<file path="src/rtl/coax_rx_frame_ctrl.sv">
// Coax receive frame controller.
// Hunts for the start sequence (a run of 1s then a 0), then frames 12-bit words
// (sync, 10 data bits MSB first, even parity) until a 0 sync bit ends the frame.
// Every frame end or abort also pulses timer_reset_o so the bit timer re-acquires.
module coax_rx_frame_ctrl #(
  parameter int unsigned START_ONES = 5,
  parameter int unsigned MAX_WORDS  = 1024,
  localparam int unsigned WcW       = $clog2(MAX_WORDS + 1)
) (
  input  logic           clk_i,
  input  logic           reset_ni,
  input  logic           enable_i,
  input  logic           sample_i,
  input  logic           rx_bit_i,
  input  logic           synchronized_i,
  output logic [9:0]     data_o,
  output logic           data_strobe_o,
  output logic           parity_error_o,
  output logic           active_o,
  output logic           frame_done_o,
  output logic           error_o,
  output logic [1:0]     error_code_o,
  output logic [WcW-1:0] word_count_o,
  output logic           timer_reset_o
);

  localparam int unsigned OnesW = $clog2(START_ONES + 1);
  localparam logic [OnesW-1:0] OnesMax = OnesW'(START_ONES);
  localparam logic [WcW-1:0]   WcMax   = WcW'(MAX_WORDS);

  localparam logic [1:0] ErrNone     = 2'd0;
  localparam logic [1:0] ErrLoss     = 2'd1;
  localparam logic [1:0] ErrOverflow = 2'd2;
  localparam logic [1:0] ErrEmpty    = 2'd3;

  typedef enum logic [2:0] {StIdle, StHunt, StSync, StData, StParity} state_e;

  state_e           state_q;
  logic [OnesW-1:0] ones_q;
  logic [3:0]       bit_idx_q;
  logic [9:0]       shift_q;
  logic [9:0]       data_q;
  logic             data_strobe_q;
  logic             parity_error_q;
  logic             active_q;
  logic             frame_done_q;
  logic             error_q;
  logic [1:0]       error_code_q;
  logic [WcW-1:0]   word_count_q;
  logic             timer_reset_q;
  logic [1:0]       abort_code;

  // Abort decode: loss of lock wins over any coincident sample.
  always_comb begin
    abort_code = ErrNone;
    if (state_q == StSync || state_q == StData || state_q == StParity) begin
      if (!synchronized_i) begin
        abort_code = ErrLoss;
      end else if (sample_i && state_q == StSync) begin
        // Overflow is checked before the increment, so word_count never wraps.
        if (rx_bit_i && word_count_q == WcMax) begin
          abort_code = ErrOverflow;
        end else if (!rx_bit_i && word_count_q == '0) begin
          abort_code = ErrEmpty;
        end
      end
    end
  end

  // Frame sequencer with registered outputs; strobes last one cycle.
  always_ff @(posedge clk_i or negedge reset_ni) begin
    if (!reset_ni) begin
      state_q        <= StIdle;
      ones_q         <= '0;
      bit_idx_q      <= '0;
      shift_q        <= '0;
      data_q         <= '0;
      data_strobe_q  <= 1'b0;
      parity_error_q <= 1'b0;
      active_q       <= 1'b0;
      frame_done_q   <= 1'b0;
      error_q        <= 1'b0;
      error_code_q   <= ErrNone;
      word_count_q   <= '0;
      timer_reset_q  <= 1'b0;
    end else begin
      data_strobe_q <= 1'b0;
      frame_done_q  <= 1'b0;
      error_q       <= 1'b0;
      timer_reset_q <= 1'b0;
      if (abort_code != ErrNone) begin
        error_q       <= 1'b1;
        timer_reset_q <= 1'b1;
        error_code_q  <= abort_code;
        active_q      <= 1'b0;
        state_q       <= StIdle;
      end else begin
        unique case (state_q)
          StIdle: begin
            if (enable_i && synchronized_i) begin
              ones_q  <= '0;
              state_q <= StHunt;
            end
          end
          StHunt: begin
            if (!enable_i || !synchronized_i) begin
              state_q <= StIdle;
            end else if (sample_i) begin
              if (rx_bit_i) begin
                if (ones_q < OnesMax) ones_q <= ones_q + 1'b1;
              end else if (ones_q >= OnesMax) begin
                ones_q       <= '0;
                active_q     <= 1'b1;
                word_count_q <= '0;
                state_q      <= StSync;
              end else begin
                ones_q <= '0;
              end
            end
          end
          StSync: begin
            if (sample_i) begin
              if (rx_bit_i) begin
                bit_idx_q <= '0;
                state_q   <= StData;
              end else begin
                frame_done_q  <= 1'b1;
                timer_reset_q <= 1'b1;
                active_q      <= 1'b0;
                state_q       <= StIdle;
              end
            end
          end
          StData: begin
            if (sample_i) begin
              shift_q <= {shift_q[8:0], rx_bit_i};
              if (bit_idx_q == 4'd9) begin
                state_q <= StParity;
              end else begin
                bit_idx_q <= bit_idx_q + 4'd1;
              end
            end
          end
          StParity: begin
            if (sample_i) begin
              data_q         <= shift_q;
              parity_error_q <= rx_bit_i ^ (^shift_q);
              data_strobe_q  <= 1'b1;
              word_count_q   <= word_count_q + 1'b1;
              state_q        <= StSync;
            end
          end
          default: state_q <= StIdle;
        endcase
      end
    end
  end

  assign data_o         = data_q;
  assign data_strobe_o  = data_strobe_q;
  assign parity_error_o = parity_error_q;
  assign active_o       = active_q;
  assign frame_done_o   = frame_done_q;
  assign error_o        = error_q;
  assign error_code_o   = error_code_q;
  assign word_count_o   = word_count_q;
  assign timer_reset_o  = timer_reset_q;

endmodule

</file>
<file path="config.mk">
export PLATFORM = sky130hd
export DESIGN_NAME = coax_rx_frame_ctrl
export DESIGN_NICKNAME = d
export VERILOG_FILES = /design/src/rtl/coax_rx_frame_ctrl.sv
export SDC_FILE = /design/constraint.sdc
export NUM_CORES = 1
export LEC_CHECK = 0
export CAP_MARGIN = 20
export CORE_MARGIN = 2
export CORE_UTILIZATION = 58
export DETAILED_ROUTE_END_ITERATION = 6
export PLACE_DENSITY = 0.86
export SYNTH_ARGS = -nofsm -noshare
export SYNTH_HDL_FRONTEND = slang
export SYNTH_SLANG_ARGS = --single-unit
</file>
<file path="constraint.sdc">
create_clock -name clk_i -period 3.2 [get_ports clk_i]
set_input_delay 0.64 -clock clk_i [delete_from_list [all_inputs] [get_ports clk_i]]
set_output_delay 0.64 -clock clk_i [all_outputs]
set_load 0.1 [all_outputs]
</file>
==> After elaboration in Yosys (flattened, before gate mapping) <==
Index checks and enable logic that the tools add are counted.
{ "totals": {"ff_bits": 49, "latchBits": 0, "ramBits": 0, "mem_bits_ro": 0, "in_bits": 6, "out_inout_bits": 29, "elab_cells": 126, "mem_count": 0} }
{ "op_classes": {"add_sub_neg": 3, "n_mul": 0, "div_mod_pow": 0, "order_cmp": 2, "eq_ne": 30, "shift": 0, "muxes": 51, "bitwise_logic": 2, "reduce_logical": 25} }
{ "ops": {"columns": ["cell", "n"], "rows": [
  ["two-way mux 11 bit", 5],
  ["two-way mux 3 bit", 15],
  ["one-hot mux 11 bit (2 select lines)", 1],
  ["inequality test 2 bit, second input constant", 10],
  ["inequality test 3 bit, second input constant", 6],
  ["two-way mux 1 bit", 16],
  ["two-way mux 4 bit", 4],
  ["one-hot mux 3 bit (5 select lines)", 1],
  ["AND reduction 7 bit", 2],
  ["two-way mux 2 bit", 6],
  ["inequality test 3 x 2 -> 1 bit, second input constant", 4],
  ["inequality test 4 bit, second input constant", 3],
  ["AND reduction 6 bit", 2],
  ["adder 11 x 1 -> 11 bit, second input constant", 1],
  ["== test 11 bit, second input constant", 1],
  ["zero test 11 bit", 1],
  ["parity 10 bit", 1],
  ["one-hot mux 4 bit (2 select lines)", 1],
  ["AND reduction 8 bit", 1],
  ["nonzero test 2 bit", 4],
  ["== test 3 x 2 -> 1 bit, second input constant", 2],
  ["one-hot mux 3 bit (2 select lines)", 1],
  ["AND reduction 3 bit", 2],
  ["adder 4 x 1 -> 4 bit, second input constant", 1],
  ["other kinds (15)", 22]
]} }

==> Depth between registers and ports, before layout <==
Gate-level depths: netlist of run 1.
{ "logic_depth": {"depth_word": 10, "depth_mapped": 8, "ltp_nobuf": 7} }

==> Worst setup path after synthesis of run 1 <==
No wires, ideal clock.
{ "synth_path": {"path_type": "register -> register", "start": "reg word_count_q[0] (netlist: word_count_o[0])", "end": "reg word_count_q[6] (netlist: word_count_o[6])", "setup_time_ps": 177, "arrival_ps": 2488, "required_time_ps": 3023, "slack_ps": 535, "stages_incl_launch_ff": 9, "path_buffers": 1, "synth_period_minus_slack_ps": 2665, "path_cell_list": "dfrtp_1 > inv_1 > ha_1 > nand2_1 > and4b_1 > a2bb2oi_2 > nor4b_2 > buf_2 > a31oi_1"} }
{ "synth_between": {"elab_chain_len": 10, "word_cells_on_any_way": 15, "cone_classes": "1 x add/sub; 1 x eq/ne; 7 x mux; 1 x bitwise; 5 x reduce/logical"} }
{ "synth_lines": {"columns": ["item", "line_no", "source"], "rows": [
  ["from (decl)", "49", "logic [WcW-1:0] word_count_q;"],
  ["from (signal assigned)", "149", "word_count_q <= word_count_q + 1'b1;"],
  ["zero test 11 bit", "63", "end else if (!rx_bit_i && word_count_q == '0) begin"],
  ["logical AND 1 bit", "63", null],
  ["two-way mux 2 bit", "63", null],
  ["two-way mux 2 bit", "61", "if (rx_bit_i && word_count_q == WcMax) begin"],
  ["two-way mux 2 bit", "59", "end else if (sample_i && state_q == StSync) begin"],
  ["two-way mux 2 bit", "57", "if (!synchronized_i) begin"],
  ["two-way mux 2 bit", "56", "if (state_q == StSync || state_q == StData || state_q == StParity) begin"],
  ["nonzero test 2 bit", "91", "if (abort_code != ErrNone) begin"],
  ["inverter 1 bit (no source line)", null, null],
  ["AND reduction 7 bit (no source line)", null, null]
]} }
Parallel ways exist; a longest one is shown, timed or not. The select of a mux whose other input is x is not followed.
A chain may end at the register's enable or synchronous reset.

==> Worst setup path after layout of run 1 <==
{ "layout_path": {"start": "in synchronized_i", "end": "reg state_q[0]"} }
{ "layout_between": {"elab_chain_len": 5, "word_cells_on_any_way": 18, "cone_classes": "8 x eq/ne; 5 x mux; 5 x reduce/logical"} }
{ "layout_lines": {"columns": ["item", "line_no", "source"], "rows": [
  ["from (decl)", "15", "input logic synchronized_i,"],
  ["two-way mux 2 bit / zero test 1 bit (equally long branches)", "57, 106", null],
  ["two-way mux 2 bit / logical OR 1 bit (equally long branches)", "56, 106", null],
  ["nonzero test 2 bit / two-way mux 3 bit (equally long branches)", "91, 106", null],
  ["inequality test 4 bit (no source line), or another cell as far along", null, null],
  ["AND reduction 8 bit (no source line) / two-way mux 3 bit (equally long branches)", null, null],
  ["to (signal assigned)", "96", "state_q <= StIdle;"],
  ["to (signal assigned)", "102", "state_q <= StHunt;"],
  ["to (signal assigned)", "107", "state_q <= StIdle;"],
  ["to (decl)", "38", "state_e state_q;"]
]} }
Parallel ways exist; a longest one is shown, timed or not.

==> qor.csv, run 1 <==
metric;value;unit
syn_nets;274;
cts_htree_levels;2;
crit_slowest_cell;clkdlybuf4s50_1;
die-area;0.00490;mm2
initial_core_util;61.8;%
n_antenna_cell;0;
finClkSkew;0.00312;ns
p_seq_share;39.7;%
path_delay_family;simple AND/OR/NAND/NOR gates;
rr_worst_depth;6;
cts_setup_buffers;0;
rsz0062_at_grt;no;
seq_area_frac_synth;48.5;%
hold_buffers;0;
drive_gt1_share;21.7;%
grt_pass1_vias;1886;
boundaryPins;35;
clk_pin_slew;0.09;ns
p_per_area;759;mW/mm2
finalSetupViolations;0;
r2r_slack;0.77;ns
dr.pass1.iters;4;
yosysUniqueCellTypes;49;
crit_arrival;2.68;ns
antenna_found_initial;0;
avgViaCountPerCell;5.90;
slew_headroom;68.9;%
ant_nets;0;
required;3.44;ns
rows;23;
worst_slew_pin_slew;0.467;ns
drv_slew;0;
cts.repair.resized;0;
dpl.hpwl;3.65;mm
die_w;70.0;um
worstSetupPathType;input pin to flip-flop;
area_growth;17.0;%
swShare;46.6;%
die_h;70.0;um
p_sw;1.04;mW
place_ws;0.478;ns
ys_seq_elements;49;
coreArea;0.00409;mm2
grt_pass1_wl;8.89;mm
path_cells;clkdlybuf4s50_1 -> and2_1 -> a222oi_1 -> o311ai_1 -> or4_1 -> a21oi_1;
p_leak;1.44;nW
drv_cap;0;
finalCriticalPeriod;2.44;ns
finalHoldViolations;0;
synth_cells;262;
cts.sinks;49;
r2r-end;state_q[0];
nets;311;
clock_latency;0.30;ns
crit_path_max_incr_delay;0.57;ns
power_frac_clock;16.6;%
root_buffer;clkbuf_8;
cp_num_buf_inv;1;
wirelength;5.23;mm
synth_area;0.00253;mm2
critPathMaxFanout;9;
grt-ovfl-total;0;
numPortBuffers;34;
setup_tns;0;ns
peakVddDrop;0.779;mV
combPwrFrac;43.7;%
cp-end-kind;flip-flop;
min_period_over_period;76.3;%
grt_usage;22.4;%
hold_class;input pin to asynchronous set/reset pin;
cts_tree;done;
status;finished clean;
cts_made_buffers;5;
wl_per_cell;14.9;um
regToRegStartpoint;state_q[1];
fillers;309;
drc;0;
grt_max_degree;50;
drtIter0Drc;189;
max_freq;0.409;GHz
start_kind;input pin;
gp_congestion;0.915;
clockBufferDepth;2;
ys_warn_count;0;
intPower;1.20;mW
setup_ws;0.758;ns
syn_area_per_cell;9.64;um2
vias;2066;
-- how the worst max path moves through the flow --
stage | from | to | slack [ns] | depth (start not counted)
2_1_floorplan | word_count_o[0] | word_count_o[6] | 0.54 | 8
3_3_place_gp | synchronized_i | state_q[0] | 0.56 | 6
3_5_place_dp | synchronized_i | state_q[0] | 0.48 | 6
4_1_cts | synchronized_i | state_q[0] | 0.80 | 6
5_1_grt | state_q[1] | state_q[0] | 0.67 | 6
6_report | synchronized_i | state_q[0] | 0.76 | 6
-- worst register-to-register path, cell delays in order, from the launching register on --
cell	delay (ns)
dfrtp_1	0.64
nor3b_1	0.18
buf_4	0.22
a222oi_1	0.44
o311ai_1	0.24
or4_1	0.51
a21oi_1	0.14
-- layout by cell type (no fill, tap or decap), types with 2 or more instances in the layout --
| cell | synthesis | routed |
|---|---|---|
| nor2_1 | 17 | 17 |
| nor2b_1 | 4 | 4 |
| nand3_1 | 10 | 10 |
| a21oi_1 | 16 | 16 |
| dfrtp_1 | 49 | 49 |
| a41oi_1 | 3 | 3 |
| ha_1 | 6 | 6 |
| nand2_1 | 46 | 46 |
| o211a_1 | 2 | 2 |
| o2bb2ai_1 | 2 | 2 |
| nor3b_1 | 2 | 2 |
| o21ai_0 | 11 | 11 |
| buf_4 | 1 | 35 |
| inv_1 | 12 | 12 |
| nor4_1 | 3 | 3 |
| nor3_1 | 4 | 4 |
| mux2_2 | 12 | 12 |
| clkdlybuf4s50_1 | 0 | 4 |
| o21ba_2 | 2 | 2 |
| xnor2_1 | 10 | 10 |
| and2_1 | 3 | 3 |
| nand3b_1 | 3 | 3 |
| a31oi_1 | 9 | 9 |
| clkbuf_8 | 0 | 5 |
| and3_1 | 2 | 2 |
-- sequential cells by signal, indices dropped and copies added (netlist names), 2 cells and up --
register      count
word_count_o     11
data_o           10
shift_q          10
bit_idx_q         4
ones_q            3
state_q           3
error_code_o      2
-- routing by layer --
layer	vias to the layer above	share of wire, %	GRT usage [%]
li1	1000	-	-
met1	991	46	30.7
met2	69	47	35.8
met3	6	6.1	3.46
met4	0	1.1	8.97
met5	-	0	0
-- kinds of logic after synthesis --
logic type	after synthesis	share of synthesized area (%)
compound gates	57	15.2
simple gates	103	20.0
fa+ha+maj	6	2.97
flops	49	48.5
xor+xnor	11	3.81
buf+inv	23	3.76
mux	13	5.75
-- power groups by stage --
stage	registers [mW]	logic (mW)	clock network (mW)
final	0.890	0.981	0.372
after global routing	0.912	1.05	0.408
after CTS	0.886	0.982	0.377
after detailed placement	0.897	0.980	0
after global placement	0.888	0.959	0
after floorplan	1.21	0.449	0
-- area by class of cell --
class | count | area (um2) | area share [%]
Clock buffer | 5 | 68.8 | 2.33
Clock inverter | 3 | 21.3 | 0.719
Inverter | 12 | 45.0 | 1.52
Multi-Input combinational cell | 190 | 1200 | 40.8
Sequential cell | 49 | 1230 | 41.5
Tap cell | 50 | 62.6 | 2.12
Timing Repair Buffer | 41 | 328 | 11.1
-- synth_stat cells (all sizes together) --
| cell | count | share of area [%] |
|---|---|---|
| nor3 | 4 | 0.79 |
| inv | 12 | 1.8 |
| o21ai | 11 | 2.2 |
| o311ai | 1 | 0.35 |
| nor4b | 1 | 0.59 |
| o31a | 1 | 0.35 |
| and2b | 1 | 0.30 |
| nand3b | 3 | 0.89 |
| dfrtp | 49 | 49 |
| and3 | 2 | 0.50 |
| nand4 | 1 | 0.25 |
| o21a | 1 | 0.30 |
| nor3b | 2 | 0.59 |
| nor4 | 3 | 0.74 |
| xor2 | 1 | 0.35 |
| and4b | 1 | 0.40 |
| o21ba | 2 | 0.79 |
| a32oi | 1 | 0.35 |
| mux2i | 1 | 0.40 |
| a222oi | 1 | 0.40 |
| nor4bb | 1 | 0.40 |
| o2bb2ai | 2 | 0.69 |
| nand3 | 11 | 2.4 |
| nor2b | 4 | 0.99 |
| o221ai | 1 | 0.35 |
| or2 | 1 | 0.25 |
| and3b | 1 | 0.50 |
| ha | 6 | 3.0 |
| a31o | 1 | 0.35 |
| mux2 | 12 | 5.3 |
| a41oi | 3 | 1.0 |
| and2 | 3 | 0.74 |
| xnor2 | 10 | 3.5 |
| o22ai | 1 | 0.25 |
| a31oi | 9 | 2.2 |
| clkbuf | 5 | 0.74 |
| a21oi | 16 | 3.2 |
| nand2 | 46 | 6.8 |
| o211a | 2 | 0.79 |
| a41o | 1 | 0.40 |
| buf | 6 | 1.2 |
| or4 | 1 | 0.30 |
| a21boi | 1 | 0.30 |
| a2bb2oi | 2 | 0.94 |
| nor2 | 17 | 2.5 |
-- stage by stage --
stage / util, % / instance area, um2 / power (mW) / instances / hold WS, ns
detailed placement: 69.7 / 2850 / 1.88 / 341 / 0.464
CTS: 71.9 / 2940 / 2.25 / 349 / 0.487
finish: 72.4 / 2960 / 2.24 / 350 / 0.203
global placement: 69.7 / 2850 / 1.85 / 341 / 0.460
global route: 72.4 / 2960 / 2.37 / 350 / 0.224
floorplan: - / 2530 / 1.66 / 262 / 0.344
Note: power is estimated with default switching activity, not from simulation.
==> run 2: changes to the inputs <==
--- a/config.mk
+++ b/config.mk
@@ -7,9 +7,9 @@
 export LEC_CHECK = 0
 export CAP_MARGIN = 20
 export CORE_MARGIN = 2
-export CORE_UTILIZATION = 58
+export CORE_UTILIZATION = 49
 export DETAILED_ROUTE_END_ITERATION = 6
-export PLACE_DENSITY = 0.86
+export PLACE_DENSITY = 0.78
 export SYNTH_ARGS = -nofsm -noshare
 export SYNTH_HDL_FRONTEND = slang
 export SYNTH_SLANG_ARGS = --single-unit
==> constraint.sdc (replaced) <==
create_clock -name clk_i -period 2 [get_ports clk_i]
set_input_delay 0.4 -clock clk_i [delete_from_list [all_inputs] [get_ports clk_i]]
set_output_delay 0.4 -clock clk_i [all_outputs]
set_load 0.1 [all_outputs]
==> run 2 against run 1 <==
Against the previous run:
- the run now ends with negative hold slack left
- hold slack worse by 0.21 ns
- critical path depth is the same
- power is 81% higher
- via count grew 5.4%
- clock skew grew 0.0067 ns
- non-clock buffer count increased by 27
- combinational power up 100%
- register-to-register slack worse by 0.70 ns
- global-route usage fell by 0.87 points
- first-iteration DRC count is 24% lower
- routed wire length increased by 11%
==> qor.csv, run 2 (synthesis gave the netlist of run 1 again) <==
metric;value;unit;change
status;finished with violations;;
violations;negative hold slack;;
n_antenna_cell;0;;unchanged
cp-end-kind;flip-flop;;
dpl.hpwl;4.14;mm;+13%
combPwrFrac;48.2;%;+4.5 points
vias;2178;;+5.4%
gp_congestion;0.884;;-3.4%
critPathMaxFanout;4;;-5
start_kind;input pin;;
grt-ovfl-total;0;;unchanged
drive_gt1_share;34.3;%;+13 points
clock_latency;0.32;ns;+0.02 ns
grt_pass1_wl;9.26;mm;+4.2%
area_growth;30.7;%;
die_w;75.8;um;+8.3%
peakVddDrop;0.772;mV;-0.93%
finClkSkew;0.00979;ns;+0.00667 ns
p_per_area;1230;mW/mm2;+62%
avgViaCountPerCell;5.49;;-7.1%
largest_reg_flops;11;;unchanged
r2r-end;shift_q[2];;
wirelength;5.79;mm;+11%
numPortBuffers;34;;unchanged
swShare;44.1;%;-2.5 points
cts_made_buffers;5;;unchanged
required;2.25;ns;-1.19 ns
finalSetupViolations;0;;unchanged
max_freq;0.518;GHz;
worst_slew_pin_slew;0.485;ns;+0.0177 ns
boundaryPins;35;;unchanged
fin_hold_ws;-0.00361;ns;-0.207 ns
cts.sinks;49;;unchanged
drv_cap;0;;unchanged
p_leak;1.60;nW;+11%
rows;26;;+13%
coreArea;0.00504;mm2;+23%
drc;0;;unchanged
antenna_found_initial;0;;unchanged
worstSetupPathType;input pin to flip-flop;;
cts_setup_buffers;0;;unchanged
hold_buffers;0;;unchanged
crit_arrival;2.18;ns;-0.50 ns
grt_max_degree;36;;-28%
dr.pass1.iters;4;;unchanged
cts_tree;done;;
drtIter0Drc;143;;-24%
finalHoldViolations;5;;+5
clk_pin_slew;0.10;ns;about the same
intPower;2.27;mW;+89%
place_area;0.00316;mm2;+11%
drv_slew;0;;unchanged
ant_nets;0;;unchanged
finalCriticalPeriod;1.93;ns;
final_common_cell;buf_4;;
nets;338;;+8.7%
regToRegStartpoint;word_count_o[1];;
power;4.05;mW;+81%
slew_headroom;67.2;%;-1.6 points
place_ws;-0.278;ns;-0.756 ns
grt_pass1_vias;1996;;+5.8%
p_seq_share;33.5;%;-6.2 points
setup_ws;0.0693;ns;-0.688 ns
r2r_slack;0.07;ns;-0.70 ns
cts_htree_levels;2;;unchanged
grt_usage;21.5;%;-0.87 points
wl_per_cell;14.6;um;-2.4%
die-area;0.00575;mm2;+17%
final_cell_mix;60 x buf_4, 46 x nand2_1, 38 x dfrtp_1;;
design_area;0.00330;mm2;+12%
root_buffer;clkbuf_8;;
die_h;75.8;um;+8.3%
fillers;403;;+30%
p_sw;1.79;mW;+71%
power_frac_clock;18.3;%;+1.7 points
min_period_over_period;96.5;%;
initial_core_util;50.1;%;-12 points
rsz0062_at_grt;yes;;
hold_class;input pin to asynchronous set/reset pin;;
rr_worst_depth;7;;+1
clockBufferDepth;2;;unchanged
[run 2: cell types whose count changed in the layout (fill, tap and decap cells not counted), sizes merged]
cell and delta:
buf +27, clkinvlp -1, bufinv +1
[run 2: repair_timing]
item / CTS / global route
pin swaps: 0 / 4
gates resized for setup: 2 / 3
endpoints found under the hold margin: 0 / 0
gates cloned: 0 / 0
setup endpoints to repair: 23 / 14
[run 2: worst max path at each step]
stage	from	end	slack, ns	cells after the start
5_1_grt	bit_idx_q[1]	state_q[0]	-0.10	7
3_5_place_dp	sample_i	state_q[0]	-0.28	6
6_report	sample_i	state_q[0]	0.07	6
3_3_place_gp	sample_i	state_q[0]	-0.22	6
4_1_cts	state_q[2]	bit_idx_q[0]	0.01	6
2_1_floorplan	word_count_o[0]	word_count_o[6]	-0.05	8
[run 2: critical path: stages]
cell	delay, ns
clkdlybuf4s50_1	0.53
inv_1	0.08
a222oi_1	0.42
o311ai_1	0.19
or4_1	0.44
a21oi_2	0.12
[run 2: area by class of cell]
cell class / instances / area (um2) / area share, %
clock buffer: 5 / 68.8 / 2.08
clock inverter: 3 / 43.8 / 1.33
inverter: 12 / 45.0 / 1.36
multi-input combinational: 190 / 1250 / 37.9
sequential: 49 / 1250 / 37.8
tap: 70 / 87.6 / 2.65
timing repair buffer: 68 / 556 / 16.8
[run 2: power by group through the flow]
stage | clock [mW] | sequential (mW) | combinational [mW]
2_1_floorplan | 0 | 1.96 | 0.744
3_3_place_gp | 0 | 1.36 | 1.88
3_5_place_dp | 0 | 1.37 | 1.92
4_1_cts | 0.752 | 1.35 | 1.93
5_1_grt | 0.786 | 1.38 | 2.09
6_report | 0.741 | 1.36 | 1.96
[run 2: metrics by stage]
step	std cells	TNS (ns)	utilization, %	hold slack, ns
floorplan	262	-0.700	-	0.104
CTS	397	0	65.2	0.0122
global route	397	-0.179	65.5	0.0183
detailed placement	389	-5.00	62.8	0.357
finish	397	0	65.5	-0.00361
global placement	389	-4.19	62.8	0.341
[run 2: routing by layer]
| metal | up-vias | track usage, % | routed length [um] |
|---|---|---|---|
| met5 | - | 0 | 0 |
| met4 | 0 | 8.97 | 92 |
| met3 | 9 | 5.03 | 280 |
| met2 | 55 | 33.7 | 2800 |
| met1 | 1059 | 28.8 | 2610 |
| li1 | 1055 | - | - |
==> run 3: changes to the inputs <==
==> constraint.sdc (replaced) <==
create_clock -name clk_i -period 2 [get_ports clk_i]
set_input_delay 0.4 -clock clk_i [delete_from_list [all_inputs] [get_ports clk_i]]
set_output_delay 0.4 -clock clk_i [all_outputs]
set_load 0.005 [all_outputs]
==> run 3 against run 2 <==
Against the previous run:
- the flow now finishes without violations
- combinational power is 28% lower
- sequential power is 4% lower
- critical path depth stayed put
- routed wire length is 4.7% lower
- first-iteration DRC count is 51% higher
- sequential share of layout area is 1.2 points lower
- via count is 2.1% higher
- sequential cell count stayed put
- die area stayed put
- largest power group unchanged
==> qor.csv, run 3 (synthesis gave the netlist of run 1 again) <==
metric;value;unit;change
r2r_slack;0.03;ns;-0.04 ns
cp.depth;6;;unchanged
rows;26;;unchanged
finalCriticalPeriod;1.97;ns;+0.0429 ns
clock_latency;0.30;ns;-0.02 ns
area_growth;32.5;%;
clk_pin_slew;0.09;ns;about the same
critPathMaxFanout;5;;+1
swShare;33.7;%;-10 points
min_period_over_period;98.7;%;+2.1 points
fillers;390;;-3.2%
path_cells;nor3b_1 -> buf_4 -> a222oi_1 -> o311ai_1 -> or4_1 -> a21oi_1;;
antenna_found_initial;0;;unchanged
max_freq;0.507;GHz;-2.2%
cts_made_buffers;5;;unchanged
dpl.hpwl;3.97;mm;-4.0%
worst_slew_pin_slew;0.473;ns;-0.0120 ns
path_delay_family;compound AO/OA/AOI/OAI gates;;
dpl.cell_count;397;;+2.1%
combPwrFrac;42.3;%;-5.9 points
drv_slew;0;;unchanged
final_common_cell;dfrtp_1;;
worstSetupPathType;flip-flop to flip-flop;;
cts_htree_levels;2;;unchanged
intPower;2.20;mW;-2.7%
die_h;75.8;um;unchanged
die-area;0.00575;mm2;unchanged
boundaryPins;35;;unchanged
clockBufferDepth;2;;unchanged
crit_arrival;2.21;ns;+0.03 ns
hold_class;input pin to asynchronous set/reset pin;;
rsz0062_at_grt;yes;;
vias;2224;;+2.1%
grt_usage;20.9;%;-0.68 points
peakVddDrop;0.585;mV;-24%
place_ws;-0.241;ns;+0.0370 ns
dr.pass1.iters;4;;unchanged
final_cells;407;;+2.5%
drive_gt1_share;22.0;%;-12 points
r2r-end;state_q[0];;
n_antenna_cell;0;;unchanged
coreArea;0.00504;mm2;unchanged
largest_reg_flops;11;;unchanged
crit_path_max_incr_delay;0.48;ns;-0.05 ns
status;finished clean;;
cp-end-kind;flip-flop;;
grt_pass1_vias;2070;;+3.7%
drc;0;;unchanged
power_frac_clock;18.5;%;+0.2 points
worstSetupEndpoint;state_q[0];;
grt-ovfl-total;0;;unchanged
p_leak;1.58;nW;-0.79%
cts_tree;done;;
wl_per_cell;13.6;um;-7.1%
finClkSkew;0.00607;ns;-0.00373 ns
finalHoldViolations;0;;-5
cts.sinks;49;;unchanged
start_kind;flip-flop;;
required;2.23;ns;-0.02 ns
initial_core_util;50.1;%;unchanged
root_buffer;clkbuf_8;;
die_w;75.8;um;unchanged
avgViaCountPerCell;5.46;;-0.40%
crit_slowest_cell;or4_1;;
nets;348;;+3.0%
p_sw;1.12;mW;-37%
cp-startpoint;state_q[2];;
final_cell_mix;49 x dfrtp_1, 46 x nand2_1, 42 x buf_4;;
rr_worst_depth;6;;-1
finalSetupViolations;0;;unchanged
design_area;0.00335;mm2;+1.4%
slew_headroom;68.5;%;+1.2 points
wirelength;5.52;mm;-4.7%
grt_max_degree;38;;+5.6%
grt_pass1_wl;9.19;mm;-0.75%
numPortBuffers;34;;unchanged
drv_cap;0;;unchanged
drtIter0Drc;216;;+51%
setup_ws;0.0265;ns;-0.0429 ns
gp_congestion;0.927;;+4.8%
ant_nets;0;;unchanged
p_per_area;992;mW/mm2;-19%
place_area;0.00321;mm2;+1.6%
cp_num_buf_inv;1;;-1
regToRegStartpoint;state_q[2];;
p_seq_share;39.2;%;+5.7 points
## run 3: cell count changes in the layout (fill, tap and decap cells not counted), moves of 3 or more
cell	previous run	this run
dfrtp_2	8	0
dfrtp_1	38	49
clkdlybuf4s50_1	4	33
buf_4	60	42
dfrtp_4	3	0
## run 3: routing by layer
metal | up-vias | wire length (um) | GRT usage, %
li1 | 1070 | - | -
met1 | 1090 | 2500 | 29.1
met2 | 60 | 2710 | 32.7
met3 | 4 | 291 | 5.82
met4 | 0 | 17 | 4.68
met5 | - | 0 | 0
## run 3: power by group through the flow
stage / sequential, mW / clock [mW] / combinational, mW
finish: 1.30 / 0.615 / 1.41
global placement: 1.31 / 0 / 1.35
CTS: 1.30 / 0.633 / 1.40
floorplan: 1.35 / 0 / 0.715
detailed placement: 1.32 / 0 / 1.38
global route: 1.33 / 0.673 / 1.56
## run 3: worst register-to-register path: stages, from the launching register on
cell,delay (ns)
dfrtp_1,0.43
nor3b_1,0.17
buf_4,0.16
a222oi_1,0.36
o311ai_1,0.18
or4_1,0.48
a21oi_1,0.13
## run 3: per-stage QoR
step | total power [mW] | util [%] | hold WS [ns] | TNS (ns)
floorplan | 2.06 | - | 0.104 | 0
global placement | 2.66 | 63.7 | 0.465 | -2.73
detailed placement | 2.70 | 63.7 | 0.461 | -3.80
CTS | 3.33 | 65.9 | 0.145 | 0
global route | 3.56 | 66.4 | 0.174 | -0.396
finish | 3.32 | 66.4 | 0.134 | 0
## run 3: layout make-up
cell class / instances / area (um2) / area share [%]
clock buffer: 6 / 82.6 / 2.47
clock inverter: 2 / 13.8 / 0.411
inverter: 12 / 45.0 / 1.35
multi-input combinational: 190 / 1210 / 36.2
sequential: 49 / 1230 / 36.6
tap: 70 / 87.6 / 2.62
timing repair buffer: 78 / 682 / 20.4
## run 3: timing repair
action	4_1_cts	5_1_grt
pin swaps	0	2
hold buffers	0	0
resized for setup	2	0
buffers inserted	0	2
endpoints found under the setup margin	4	13
## run 3: worst min-delay path by stage
stage          startpoint   endpoint  slack (ns)  cells after the start
3_3_place_gp    data_o[4]  data_o[4]        0.47                      2
4_1_cts          reset_ni  ones_q[2]        0.15                      2
2_1_floorplan    reset_ni   active_o        0.10                      0
3_5_place_dp    data_o[6]  data_o[6]        0.46                      2
6_report         reset_ni  ones_q[1]        0.13                      2
5_1_grt          reset_ni  ones_q[1]        0.17                      2
